[src/rtl/cpu_isa_pkg.sv]
// Shared ISA definitions for the decode stage: opcode class codes, the
// decoded control word, and helpers that pull fields out of an instruction.
package cpu_isa_pkg;

    // Opcode classes, taken from the top three opcode bits
    localparam logic [2:0] CLS_ALU  = 3'b000;
    localparam logic [2:0] CLS_ALUI = 3'b100;
    localparam logic [2:0] CLS_LD   = 3'b001;
    localparam logic [2:0] CLS_ST   = 3'b010;
    localparam logic [2:0] CLS_BR   = 3'b110;
    localparam logic [2:0] CLS_JMP  = 3'b111;

    // Widest op_select any build may use, and the number of one-bit controls
    localparam int OPSEL_MAX_W   = 8;
    localparam int NUM_CTRL_BITS = 7;

    typedef struct packed {
        logic                   mb;
        logic                   rw;
        logic                   md;
        logic                   mw;
        logic                   pl;
        logic                   jb;
        logic                   bc;
        logic [OPSEL_MAX_W-1:0] op_select;
    } ctrl_word_t;

    // Instruction layout is {opcode, rd, rsA, rsB}, MSB first
    function automatic logic [31:0] fld_opcode(input logic [31:0] word, input int ra_w);
        return word >> (3 * ra_w);
    endfunction

    function automatic logic [31:0] fld_rd(input logic [31:0] word, input int ra_w);
        return (word >> (2 * ra_w)) & ((32'd1 << ra_w) - 32'd1);
    endfunction

    function automatic logic [31:0] fld_rsa(input logic [31:0] word, input int ra_w);
        return (word >> ra_w) & ((32'd1 << ra_w) - 32'd1);
    endfunction

    function automatic logic [31:0] fld_rsb(input logic [31:0] word, input int ra_w);
        return word & ((32'd1 << ra_w) - 32'd1);
    endfunction

    // Classes 011 and 101 are unassigned
    function automatic logic is_illegal_cls(input logic [2:0] cls);
        return (cls == 3'b011) || (cls == 3'b101);
    endfunction

endpackage

[src/rtl/dec_ctrl_lut.sv]
// Combinational opcode -> control word lookup. Unassigned classes decode to
// a NOP (all one-bit controls low); op_select always mirrors the low opcode bits.
module dec_ctrl_lut
    import cpu_isa_pkg::*;
#(
    parameter int OPC_W   = 7,
    parameter int OPSEL_W = 4
) (
    input  logic [OPC_W-1:0] opcode,
    output ctrl_word_t       ctrl
);

    logic [2:0] cls_s;

    assign cls_s = opcode[OPC_W-1 -: 3];

    // Class decode into the one-bit controls plus the ALU operation
    always_comb begin
        ctrl           = '0;
        ctrl.op_select = OPSEL_MAX_W'(opcode[OPSEL_W-1:0]);
        case (cls_s)
            CLS_ALU: begin
                ctrl.rw = 1'b1;
            end
            CLS_ALUI: begin
                ctrl.rw = 1'b1;
                ctrl.mb = 1'b1;
            end
            CLS_LD: begin
                ctrl.rw = 1'b1;
                ctrl.md = 1'b1;
            end
            CLS_ST: begin
                ctrl.mw = 1'b1;
            end
            CLS_BR: begin
                ctrl.pl = 1'b1;
                ctrl.bc = opcode[0];
            end
            CLS_JMP: begin
                ctrl.pl = 1'b1;
                ctrl.jb = 1'b1;
            end
            default: begin
                ctrl.rw = 1'b0;
            end
        endcase
    end

endmodule

[src/rtl/instr_dec_stage.sv]
// Registered decode stage between fetch and datapath.
// Instructions are decoded on the input side and held in a 2-entry FIFO skid
// buffer whose head entry drives the outputs directly (kept all-zero when empty).
// An instruction that reads the destination of the load accepted just before
// it is parked for one cycle in a staging register, producing one bubble.
// Optional feature macro: DEC_ILLEGAL_TRAP_EN adds the `illegal` output and a
// sticky trap that blocks input until flush or reset.
module instr_dec_stage
    import cpu_isa_pkg::*;
#(
    parameter int RA_W    = 3,
    parameter int OPC_W   = 7,
    parameter int OPSEL_W = 4
) (
    input  logic                      clk,
    input  logic                      rst_n,
    input  logic                      in_valid,
    output logic                      in_ready,
    input  logic [OPC_W+3*RA_W-1:0]   instr,
    input  logic                      flush,
    output logic                      out_valid,
    input  logic                      out_ready,
    output logic                      MB,
    output logic                      RW,
    output logic                      MD,
    output logic                      MW,
    output logic                      PL,
    output logic                      JB,
    output logic                      BC,
    output logic [OPSEL_W-1:0]        op_select,
    output logic [RA_W-1:0]           rd,
    output logic [RA_W-1:0]           rsA,
`ifdef DEC_ILLEGAL_TRAP_EN
    output logic [RA_W-1:0]           rsB,
    output logic                      illegal
`else
    output logic [RA_W-1:0]           rsB
`endif
);

    localparam int INSTR_W = OPC_W + 3 * RA_W;
`ifdef DEC_ILLEGAL_TRAP_EN
    localparam int ILL_W = 1;
`else
    localparam int ILL_W = 0;
`endif
    // Buffered payload: {[illegal], mb,rw,md,mw,pl,jb,bc, op_select, rd, rsA, rsB}
    localparam int BASE_W = NUM_CTRL_BITS + OPSEL_W + 3 * RA_W;
    localparam int PAY_W  = BASE_W + ILL_W;
    localparam int P_RSA  = RA_W;
    localparam int P_RD   = 2 * RA_W;
    localparam int P_OPS  = 3 * RA_W;
    localparam int P_CTL  = 3 * RA_W + OPSEL_W;

    // Input-side decode
    logic [OPC_W-1:0]  opc_s;
    logic [RA_W-1:0]   rd_s;
    logic [RA_W-1:0]   rsa_s;
    logic [RA_W-1:0]   rsb_s;
    logic [2:0]        cls_s;
    ctrl_word_t        ctrl_s;
    logic [PAY_W-1:0]  pay_in_s;
    logic              is_load_s;
    logic              dep_s;
    logic              acc_s;
    logic              pop_s;
    logic              push_s;
    logic [PAY_W-1:0]  push_pay_s;
    logic [1:0]        cnt_after_s;

    // State
    logic [1:0]        cnt_q, cnt_d;
    logic [PAY_W-1:0]  ent0_q, ent0_d;
    logic [PAY_W-1:0]  ent1_q, ent1_d;
    logic              stg_valid_q, stg_valid_d;
    logic [PAY_W-1:0]  stg_q, stg_d;
    logic              hz_valid_q, hz_valid_d;
    logic [RA_W-1:0]   hz_tag_q, hz_tag_d;
    logic              out_valid_q, out_valid_d;
    logic              in_ready_q, in_ready_d;
`ifdef DEC_ILLEGAL_TRAP_EN
    logic              ill_s;
    logic              trap_q, trap_d;
`endif

    assign opc_s = OPC_W'(fld_opcode(32'(instr), RA_W));
    assign rd_s  = RA_W'(fld_rd(32'(instr), RA_W));
    assign rsa_s = RA_W'(fld_rsa(32'(instr), RA_W));
    assign rsb_s = RA_W'(fld_rsb(32'(instr), RA_W));
    assign cls_s = opc_s[OPC_W-1 -: 3];

    dec_ctrl_lut #(
        .OPC_W   (OPC_W),
        .OPSEL_W (OPSEL_W)
    ) u_dec_ctrl_lut (
        .opcode (opc_s),
        .ctrl   (ctrl_s)
    );

`ifdef DEC_ILLEGAL_TRAP_EN
    assign ill_s = is_illegal_cls(cls_s);
`endif

    assign is_load_s = (cls_s == CLS_LD);
    assign dep_s     = hz_valid_q && ((rsa_s == hz_tag_q) || (rsb_s == hz_tag_q));
    assign acc_s     = in_valid && in_ready_q;
    assign pop_s     = out_valid_q && out_ready;

    // Pack the decoded instruction into the buffer payload format
    always_comb begin
        pay_in_s = '0;
        pay_in_s[BASE_W-1:0] = {ctrl_s.mb, ctrl_s.rw, ctrl_s.md, ctrl_s.mw,
                                ctrl_s.pl, ctrl_s.jb, ctrl_s.bc,
                                ctrl_s.op_select[OPSEL_W-1:0], rd_s, rsa_s, rsb_s};
`ifdef DEC_ILLEGAL_TRAP_EN
        pay_in_s[PAY_W-1] = ill_s;
`endif
    end

    // Next-state: flush, staging of dependent instructions, FIFO pop/push, hazard and trap tracking
    always_comb begin
        cnt_d       = cnt_q;
        ent0_d      = ent0_q;
        ent1_d      = ent1_q;
        stg_valid_d = stg_valid_q;
        stg_d       = stg_q;
        hz_valid_d  = hz_valid_q;
        hz_tag_d    = hz_tag_q;
        push_s      = 1'b0;
        push_pay_s  = '0;
        cnt_after_s = cnt_q;
`ifdef DEC_ILLEGAL_TRAP_EN
        trap_d      = trap_q;
`endif
        if (flush) begin
            // Kill everything held; any transfer on this edge is dropped
            cnt_d       = 2'd0;
            ent0_d      = '0;
            ent1_d      = '0;
            stg_valid_d = 1'b0;
            stg_d       = '0;
            hz_valid_d  = 1'b0;
            hz_tag_d    = '0;
`ifdef DEC_ILLEGAL_TRAP_EN
            trap_d      = 1'b0;
`endif
        end else begin
            // A staged instruction always enters the FIFO on the cycle after its bubble;
            // no input can be accepted then because in_ready is low.
            if (stg_valid_q) begin
                push_s      = 1'b1;
                push_pay_s  = stg_q;
                stg_valid_d = 1'b0;
                stg_d       = '0;
            end else if (acc_s && dep_s) begin
                stg_valid_d = 1'b1;
                stg_d       = pay_in_s;
            end else if (acc_s) begin
                push_s      = 1'b1;
                push_pay_s  = pay_in_s;
            end else begin
                push_s      = 1'b0;
            end

            // Only the instruction immediately after a load is checked against it
            if (acc_s) begin
                hz_valid_d = is_load_s;
                hz_tag_d   = is_load_s ? rd_s : '0;
            end else begin
                hz_valid_d = hz_valid_q;
            end

            // Pop shifts the skid entry into the head; empty slots stay zero
            if (pop_s) begin
                ent0_d      = ent1_q;
                ent1_d      = '0;
                cnt_after_s = cnt_q - 2'd1;
            end else begin
                cnt_after_s = cnt_q;
            end

            if (push_s && (cnt_after_s != 2'd2)) begin
                if (cnt_after_s == 2'd0) begin
                    ent0_d = push_pay_s;
                end else begin
                    ent1_d = push_pay_s;
                end
                cnt_d = cnt_after_s + 2'd1;
            end else begin
                cnt_d = cnt_after_s;
            end

`ifdef DEC_ILLEGAL_TRAP_EN
            if (acc_s && ill_s) begin
                trap_d = 1'b1;
            end else begin
                trap_d = trap_q;
            end
`endif
        end

        out_valid_d = (cnt_d != 2'd0);
`ifdef DEC_ILLEGAL_TRAP_EN
        in_ready_d  = (cnt_d < 2'd2) && !stg_valid_d && !trap_d;
`else
        in_ready_d  = (cnt_d < 2'd2) && !stg_valid_d;
`endif
    end

    // State registers with synchronous active-low reset
    always_ff @(posedge clk) begin
        if (!rst_n) begin
            cnt_q       <= 2'd0;
            ent0_q      <= '0;
            ent1_q      <= '0;
            stg_valid_q <= 1'b0;
            stg_q       <= '0;
            hz_valid_q  <= 1'b0;
            hz_tag_q    <= '0;
            out_valid_q <= 1'b0;
            in_ready_q  <= 1'b1;
`ifdef DEC_ILLEGAL_TRAP_EN
            trap_q      <= 1'b0;
`endif
        end else begin
            cnt_q       <= cnt_d;
            ent0_q      <= ent0_d;
            ent1_q      <= ent1_d;
            stg_valid_q <= stg_valid_d;
            stg_q       <= stg_d;
            hz_valid_q  <= hz_valid_d;
            hz_tag_q    <= hz_tag_d;
            out_valid_q <= out_valid_d;
            in_ready_q  <= in_ready_d;
`ifdef DEC_ILLEGAL_TRAP_EN
            trap_q      <= trap_d;
`endif
        end
    end

    // Outputs come straight from the head entry flops
    assign in_ready  = in_ready_q;
    assign out_valid = out_valid_q;
    assign MB        = ent0_q[P_CTL+6];
    assign RW        = ent0_q[P_CTL+5];
    assign MD        = ent0_q[P_CTL+4];
    assign MW        = ent0_q[P_CTL+3];
    assign PL        = ent0_q[P_CTL+2];
    assign JB        = ent0_q[P_CTL+1];
    assign BC        = ent0_q[P_CTL];
    assign op_select = ent0_q[P_OPS +: OPSEL_W];
    assign rd        = ent0_q[P_RD +: RA_W];
    assign rsA       = ent0_q[P_RSA +: RA_W];
    assign rsB       = ent0_q[RA_W-1:0];
`ifdef DEC_ILLEGAL_TRAP_EN
    assign illegal   = ent0_q[PAY_W-1];
`endif

endmodule

[config.mk]
export PLATFORM = sky130hd
export DESIGN_NAME = instr_dec_stage
export DESIGN_NICKNAME = d
export VERILOG_FILES = /design/src/rtl/cpu_isa_pkg.sv /design/src/rtl/dec_ctrl_lut.sv /design/src/rtl/instr_dec_stage.sv
export SDC_FILE = /design/constraint.sdc
export NUM_CORES = 1
export LEC_CHECK = 0
export ABC_CLOCK_PERIOD_IN_PS = 3300
export BUFFER_PORTS_ARGS = -buffer_cell sky130_fd_sc_hd__buf_4
export CAP_MARGIN = 20
export CORE_ASPECT_RATIO = 0.5
export CORE_UTILIZATION = 40
export DETAILED_ROUTE_END_ITERATION = 7
export PLACE_DENSITY = 0.62
export SETUP_SLACK_MARGIN = 0.02
export SLEW_MARGIN = 20
export SYNTH_ARGS = -nofsm -noshare
export SYNTH_HDL_FRONTEND = slang
export SYNTH_SLANG_ARGS = --single-unit
[constraint.sdc]
create_clock -name clk -period 3.3 [get_ports clk]
set_clock_uncertainty 0.2 [all_clocks]
set_input_delay 0 -clock clk [delete_from_list [all_inputs] [get_ports clk]]
set_output_delay 0 -clock clk [all_outputs]
set_load 0.05 [all_outputs]
==> impl_metrics.env, run 1 <==
export IMPL_first_pass_iters=4
export IMPL_coreArea_mm2=0.00806
export IMPL_setup_viol=0
export IMPL_worst_r2r_endpoint="ent1_q[16]"
export IMPL_cp_end_kind="register"
export IMPL_top_usage_layer="met2"
export IMPL_fin_crit_sh_pct=93.3
export IMPL_antennaDiodeCount=0
export IMPL_nFillCells=738
export IMPL_fin_crit_ns=3.08
export IMPL_worst_ep_required_time_ns=3.35
export IMPL_avgSynthCellArea_um2=9.46
export IMPL_gp_congestion=0.776
export IMPL_fp_dieW_um=132
export IMPL_worstSetupStartpointType="register"
export IMPL_whs_path_depth=4
export IMPL_via_per_inst=5.20
export IMPL_clock_sinks=69
export IMPL_htreeDepth=3
export IMPL_synth_seq_area_share_pct=41.1
export IMPL_synth_top_area_cell="dfxtp_1"
export IMPL_min_from="out_ready"
export IMPL_drtAntennaViolNets=0
export IMPL_rrSetupSlack_ns=0.22
export IMPL_path_clk_slew_ns=0.05
export IMPL_root_buffer="clkbuf_16"
export IMPL_numCtsBuffers=9
export IMPL_hpwl_um=5510
export IMPL_ir_drop_mv=0.308
export IMPL_grt_util_met3_pct=5.40
export IMPL_drv_cap=0
export IMPL_p_clk_share_pct=45.9
export IMPL_hold_end="ent0_q[15]"
export IMPL_synthXorXnorAreaFrac_pct=2.09
export IMPL_critPathMaxFanout=13
export IMPL_synthTopCellsByCount="dfxtp_1, nand2_1, mux2i_1"
export IMPL_worst_hold_slack_ns=-0.000260
export IMPL_synth_flop_cell="dfxtp_1"
export IMPL_synth_compound_area_share_pct=9.35
export IMPL_wl_per_cell_um=15.1
export IMPL_crit_arrival_ns=3.13
export IMPL_synth_top_cell_area_share_pct=41.1
export IMPL_yosysWarnings=0
export IMPL_p_leak_nw=1.78
export IMPL_io_buffers=42
export IMPL_p_int_mw=1.68
export IMPL_cts_buffer_depth=2
export IMPL_dr_first_iter_drc_count=179
export IMPL_synth_async_reset_ratio_pct=0
export IMPL_synthesis_nets=378
export IMPL_maxSlewHeadroom_pct=51.2
export IMPL_overflow=0
export IMPL_io_pin_count=43
export IMPL_total_power_mw=2.26
export IMPL_rsz0062_at_grt="false"
export IMPL_synth_top_family_by_area="multiplexers"
export IMPL_hold_path_class="input port to register"
export IMPL_initial_core_util_pct=41.7
export IMPL_synth_area_mm2=0.00336
export IMPL_met1_usage_pct=21.2
export IMPL_syn_to_final_growth_pct=25.4
export IMPL_synth_mux_area_share_pct=23.7
export IMPL_synth_area_leaders="dfxtp_1, mux2i_1, mux2_2, nand2_1, nor2_1"
export IMPL_rows=23
export IMPL_cts_tree="built"
export IMPL_tightest_slew_ns=0.725
export IMPL_nNetsFinal=429
export IMPL_p_sw_uw=575
export IMPL_grt_usage_pct=18.8
export IMPL_power_density_mw_per_mm2=536
export IMPL_die_h_um=66.8
export IMPL_synth_cell_types=44
export IMPL_setup_tns_ns=0
export IMPL_seq_power_share_pct=38.6
export IMPL_synthSimpleGateAreaFrac_pct=17.8
export IMPL_hold_viol=1
export IMPL_synthAdderAreaFrac_pct=0.745
export IMPL_combPwrFrac_pct=15.5
export IMPL_slew_violations=0
export IMPL_failed_checks="negative hold slack"
export IMPL_synth_most_common_cell="dfxtp_1"
export IMPL_timing_worst_setup_path_type="register to register"
export IMPL_worstSkewPairLatency_ns=0.33
export IMPL_drc=0
export IMPL_via_count=2714
export IMPL_synth_seq_cells=69
export IMPL_grt_pass1_vias=2720
export IMPL_synth_edf_count=0
export IMPL_status="finished with violations"
export IMPL_final_layout_size_suffix_gt1_share_pct=25.9
export IMPL_r2r_start="out_valid"
export IMPL_antenna_found_initial=0
export IMPL_routed_wl_um=7890
export IMPL_p_sw_share_pct=25.4
export IMPL_syn_inst=355
export IMPL_timing_fmax_ghz=0.325
export IMPL_grt_pass1_wl_um=12700
export IMPL_die_area_mm2=0.00879
export IMPL_r2r_cells=8
export IMPL_grt_use_met2_pct=34.4
export IMPL_grt_max_degree=41
==> kinds of logic (layout without fill, tap and decap cells) <==
group | after synthesis | count (layout)
AND/OR/NAND/NOR | 128 | 128
multiplexers | 76 | 76
flip-flops | 69 | 69
AO/OA/AOI/OAI | 43 | 43
buffers and inverters | 29 | 84
XOR/XNOR | 8 | 8
adder cells (fa/ha/maj) | 2 | 2
==> power groups by stage <==
stage          logic [mW]  registers (mW)  clock network, mW
5_1_grt             0.374           0.875               1.09
6_report            0.351           0.873               1.04
3_5_place_dp        0.336           0.891                  0
4_1_cts             0.352           0.873               1.06
3_3_place_gp        0.327           0.890                  0
2_1_floorplan       0.206           0.938                  0
==> registers in the layout, indices dropped and copies added (netlist names) <==
signal and flops:
cnt_q 2, ent0_q 20, ent1_q 20, hz_tag_q 3, hz_valid_q 1, in_ready 1
out_valid 1, stg_q 20, stg_valid_q 1
==> cell usage in the layout (no fill, tap or decap), drive strengths merged, types with 8 or more instances in the layout <==
master       count
a21oi            8
and2            10
and3             9
buf             48
clkbuf          10
dfxtp           69
dlygate4sd3     17
mux2            29
mux2i           47
nand2           62
nor2            26
xnor2            8
==> how the worst max path moves through the flow <==
stage / startpoint / end
after floorplan: out_valid / ent1_q[13]
after global placement: out_valid / ent1_q[13]
after detailed placement: out_valid / ent1_q[16]
after CTS: out_valid / ent1_q[17]
after global routing: out_valid / ent1_q[17]
final: out_valid / ent1_q[16]
==> per-layer routing <==
metal  vias up  share of wire [%]
met5         -                  0
met4         0                1.4
met2        53                 49
met3        14                4.3
met1      1305                 46
li1       1342                  -
==> worst max-delay path, cell delays in order, from the launching register on <==
cell     delay, ns
dfxtp_1       0.41
nand2_1       0.29
xnor2_1       0.41
inv_1         0.12
ha_1          0.29
or2_2         0.34
nor4_1        0.56
o31ai_1       0.20
a31oi_1       0.18
==> repair_timing <==
action | 4_1_cts | 5_1_grt
gates resized for setup | 0 | 0
endpoints found under the hold margin | 58 | 0
hold buffers | 17 | 0
setup buffers | 0 | 0
==> per-stage QoR <==
| stage | util [%] | instances | hold WS [ns] | setup slack (ns) | instance area [um2] |
|---|---|---|---|---|---|
| final | 52.3 | 522 | -0.000260 | 0.220 | 4210 |
| after global routing | 52.3 | 522 | 0.0241 | 0.0643 | 4210 |
| after CTS | 52.3 | 522 | 0.00269 | 0.239 | 4210 |
| after detailed placement | 46.2 | 490 | 0.0576 | 0.282 | 3720 |
| after global placement | 46.2 | 490 | 0.0443 | 0.536 | 3720 |
| after floorplan | - | 355 | -0.0561 | 0.349 | 3360 |
==> layout make-up <==
type                    instances  area, um2  area share, %
multi-input cells             257       1810           43.0
flip-flops and latches         69       1380           32.8
repair buffers                 65        543           12.9
clock buffers                  10        239           5.67
well taps                     112        140           3.33
clock inverters                 5       85.1           2.02
inverters                       4       15.0          0.356
Power figures use the tool's default switching activity.
==> run 2, diff against run 1 <==
Settings changed: ABC_CLOCK_PERIOD_IN_PS 3300 to 3610.
Clock period 3.3 ns to 3.61 ns, I/O delays scaled along.
==> run 2 against run 1 <==
Effect of this change: the flow now finishes without violations; final cell count is 0.19% lower; total power is 9.5% lower; via count is 0.26% lower; fmax is 1.0% higher.
==> impl_metrics.env, run 2 (synthesis gave the netlist of run 1 again) <==
export IMPL_status="complete, no violations"
export IMPL_worst_hold_slack_ns=0.00653
export IMPL_clock_sinks=69
export IMPL_die_area_mm2=0.00879
export IMPL_timing_fmax_ghz=0.328
export IMPL_rsz0062_at_grt="false"
export IMPL_drtAntennaViolNets=0
export IMPL_tightest_slew_ns=0.747
export IMPL_p_clk_share_pct=45.6
export IMPL_path_clk_slew_ns=0.05
export IMPL_setup_tns_ns=0
export IMPL_final_layout_size_suffix_gt1_share_pct=25.7
export IMPL_layout_common_cells="dfxtp_1, nand2_1, buf_4"
export IMPL_root_buffer="clkbuf_16"
export IMPL_nFillCells=773
export IMPL_via_count=2707
export IMPL_coreArea_mm2=0.00806
export IMPL_io_pin_count=43
export IMPL_fin_crit_ns=3.05
export IMPL_slowest_stage="nor4_1"
export IMPL_p_int_mw=1.53
export IMPL_grt_max_degree=41
export IMPL_die_h_um=66.8
export IMPL_maxSlewHeadroom_pct=50.1
export IMPL_htreeDepth=3
export IMPL_setup_viol=0
export IMPL_ir_drop_mv=0.232
export IMPL_antenna_found_initial=0
export IMPL_slew_violations=0
export IMPL_io_buffers=42
export IMPL_drv_cap=0
export IMPL_worst_ep_required_time_ns=3.67
export IMPL_critPathMaxFanout=13
export IMPL_rows=23
export IMPL_mostFrequentLayoutCell="dfxtp_1"
export IMPL_hold_viol=0
export IMPL_gp_congestion=0.818
export IMPL_worstSetupStartpointType="register"
export IMPL_overflow=0
export IMPL_p_sw_uw=515
export IMPL_fp_dieW_um=132
export IMPL_first_pass_iters=4
export IMPL_seq_power_share_pct=39.0
export IMPL_hold_path_class="input port to register"
export IMPL_worstPathCellList="nand2_1, xnor2_1, inv_1, ha_1, or2_2, nor4_1, o31ai_1, a31oi_1"
export IMPL_drc=0
export IMPL_worstSkewPairLatency_ns=0.33
export IMPL_via_per_inst=5.20
export IMPL_grt_pass1_vias=2653
export IMPL_combPwrFrac_pct=15.4
export IMPL_cp_end_kind="register"
export IMPL_power_density_mw_per_mm2=488
export IMPL_cts_buffer_depth=2
export IMPL_cts_setup_buffers=0
export IMPL_numCtsBuffers=9
export IMPL_p_leak_nw=1.77
export IMPL_cts_tree="built"
export IMPL_p_sw_share_pct=25.2
export IMPL_dr_first_iter_drc_count=207
export IMPL_grt_pass1_wl_um=13300
export IMPL_critPathMaxStageDelay_ns=0.56
export IMPL_syn_to_final_growth_pct=24.7
export IMPL_routed_wl_um=7990
export IMPL_initial_core_util_pct=41.7
export IMPL_fin_crit_sh_pct=84.5
export IMPL_wl_per_cell_um=15.3
export IMPL_largest_registers="ent0_q (20), ent1_q (20), stg_q (20)"
export IMPL_hpwl_um=5540
export IMPL_crit_arrival_ns=3.11
export IMPL_timing_worst_setup_path_type="register to register"
export IMPL_antennaDiodeCount=0
export IMPL_grt_usage_pct=19.8
export IMPL_nNetsFinal=429
-- run 2: layer usage --
layer | wire length [um] | GRT usage (%)
met5 | 0 | 0
met2 | 3830 | 34.5
met1 | 3810 | 23.9
met4 | 85 | 6.98
met3 | 267 | 5.33
-- run 2: power by group through the flow --
stage	sequential (mW)	clock, mW	combinational (mW)
after floorplan	0.857	0	0.188
after global placement	0.813	0	0.295
after detailed placement	0.814	0	0.302
after CTS	0.798	0.948	0.316
after global routing	0.800	0.982	0.340
final	0.798	0.933	0.315
-- run 2: final timing paths --
check | slack (ns) | start | endpoint | depth (start not counted)
worst max-delay path | 0.56 | out_valid | ent1_q[16] | 8
worst min-delay path | 0.007 | out_ready | ent0_q[15] | 4
worst max register to register | 0.56 | out_valid | ent1_q[16] | 8
worst min register to register | 0.25 | stg_q[13] | stg_q[13] | 2
-- run 2: cell type report --
type / instances / area, um2 / area share [%]
Tap cell: 112 / 140 / 3.34
Sequential cell: 69 / 1380 / 33.0
Multi-Input combinational cell: 257 / 1810 / 43.2
Clock buffer: 10 / 239 / 5.70
Clock inverter: 4 / 73.8 / 1.76
Timing Repair Buffer: 65 / 531 / 12.7
Inverter: 4 / 15.0 / 0.358
-- run 2: metrics by stage --
stage | total power, mW | setup slack [ns] | cell area [um2] | std cells | util, %
after floorplan | 1.05 | 0.659 | 3360 | 355 | -
after global placement | 1.11 | 0.833 | 3710 | 490 | 46.0
after detailed placement | 1.12 | 0.599 | 3710 | 490 | 46.0
after CTS | 2.06 | 0.579 | 4190 | 521 | 52.0
after global routing | 2.12 | 0.260 | 4190 | 521 | 52.0
final | 2.05 | 0.560 | 4190 | 521 | 52.0
-- run 2: timing repair --
item,4_1_cts,5_1_grt
hold buffers,17,0
hold endpoints to repair,58,0
gates resized for setup,0,0
-- run 2: worst max-delay path: cells and delay by family (launching register included) --
family | cells | cell delay, ns
AO/OA/AOI/OAI | 2 | 0.35
XOR/XNOR | 1 | 0.43
adder cells (fa/ha/maj) | 1 | 0.29
buffers and inverters | 1 | 0.11
flip-flops | 1 | 0.41
AND/OR/NAND/NOR | 3 | 1.20
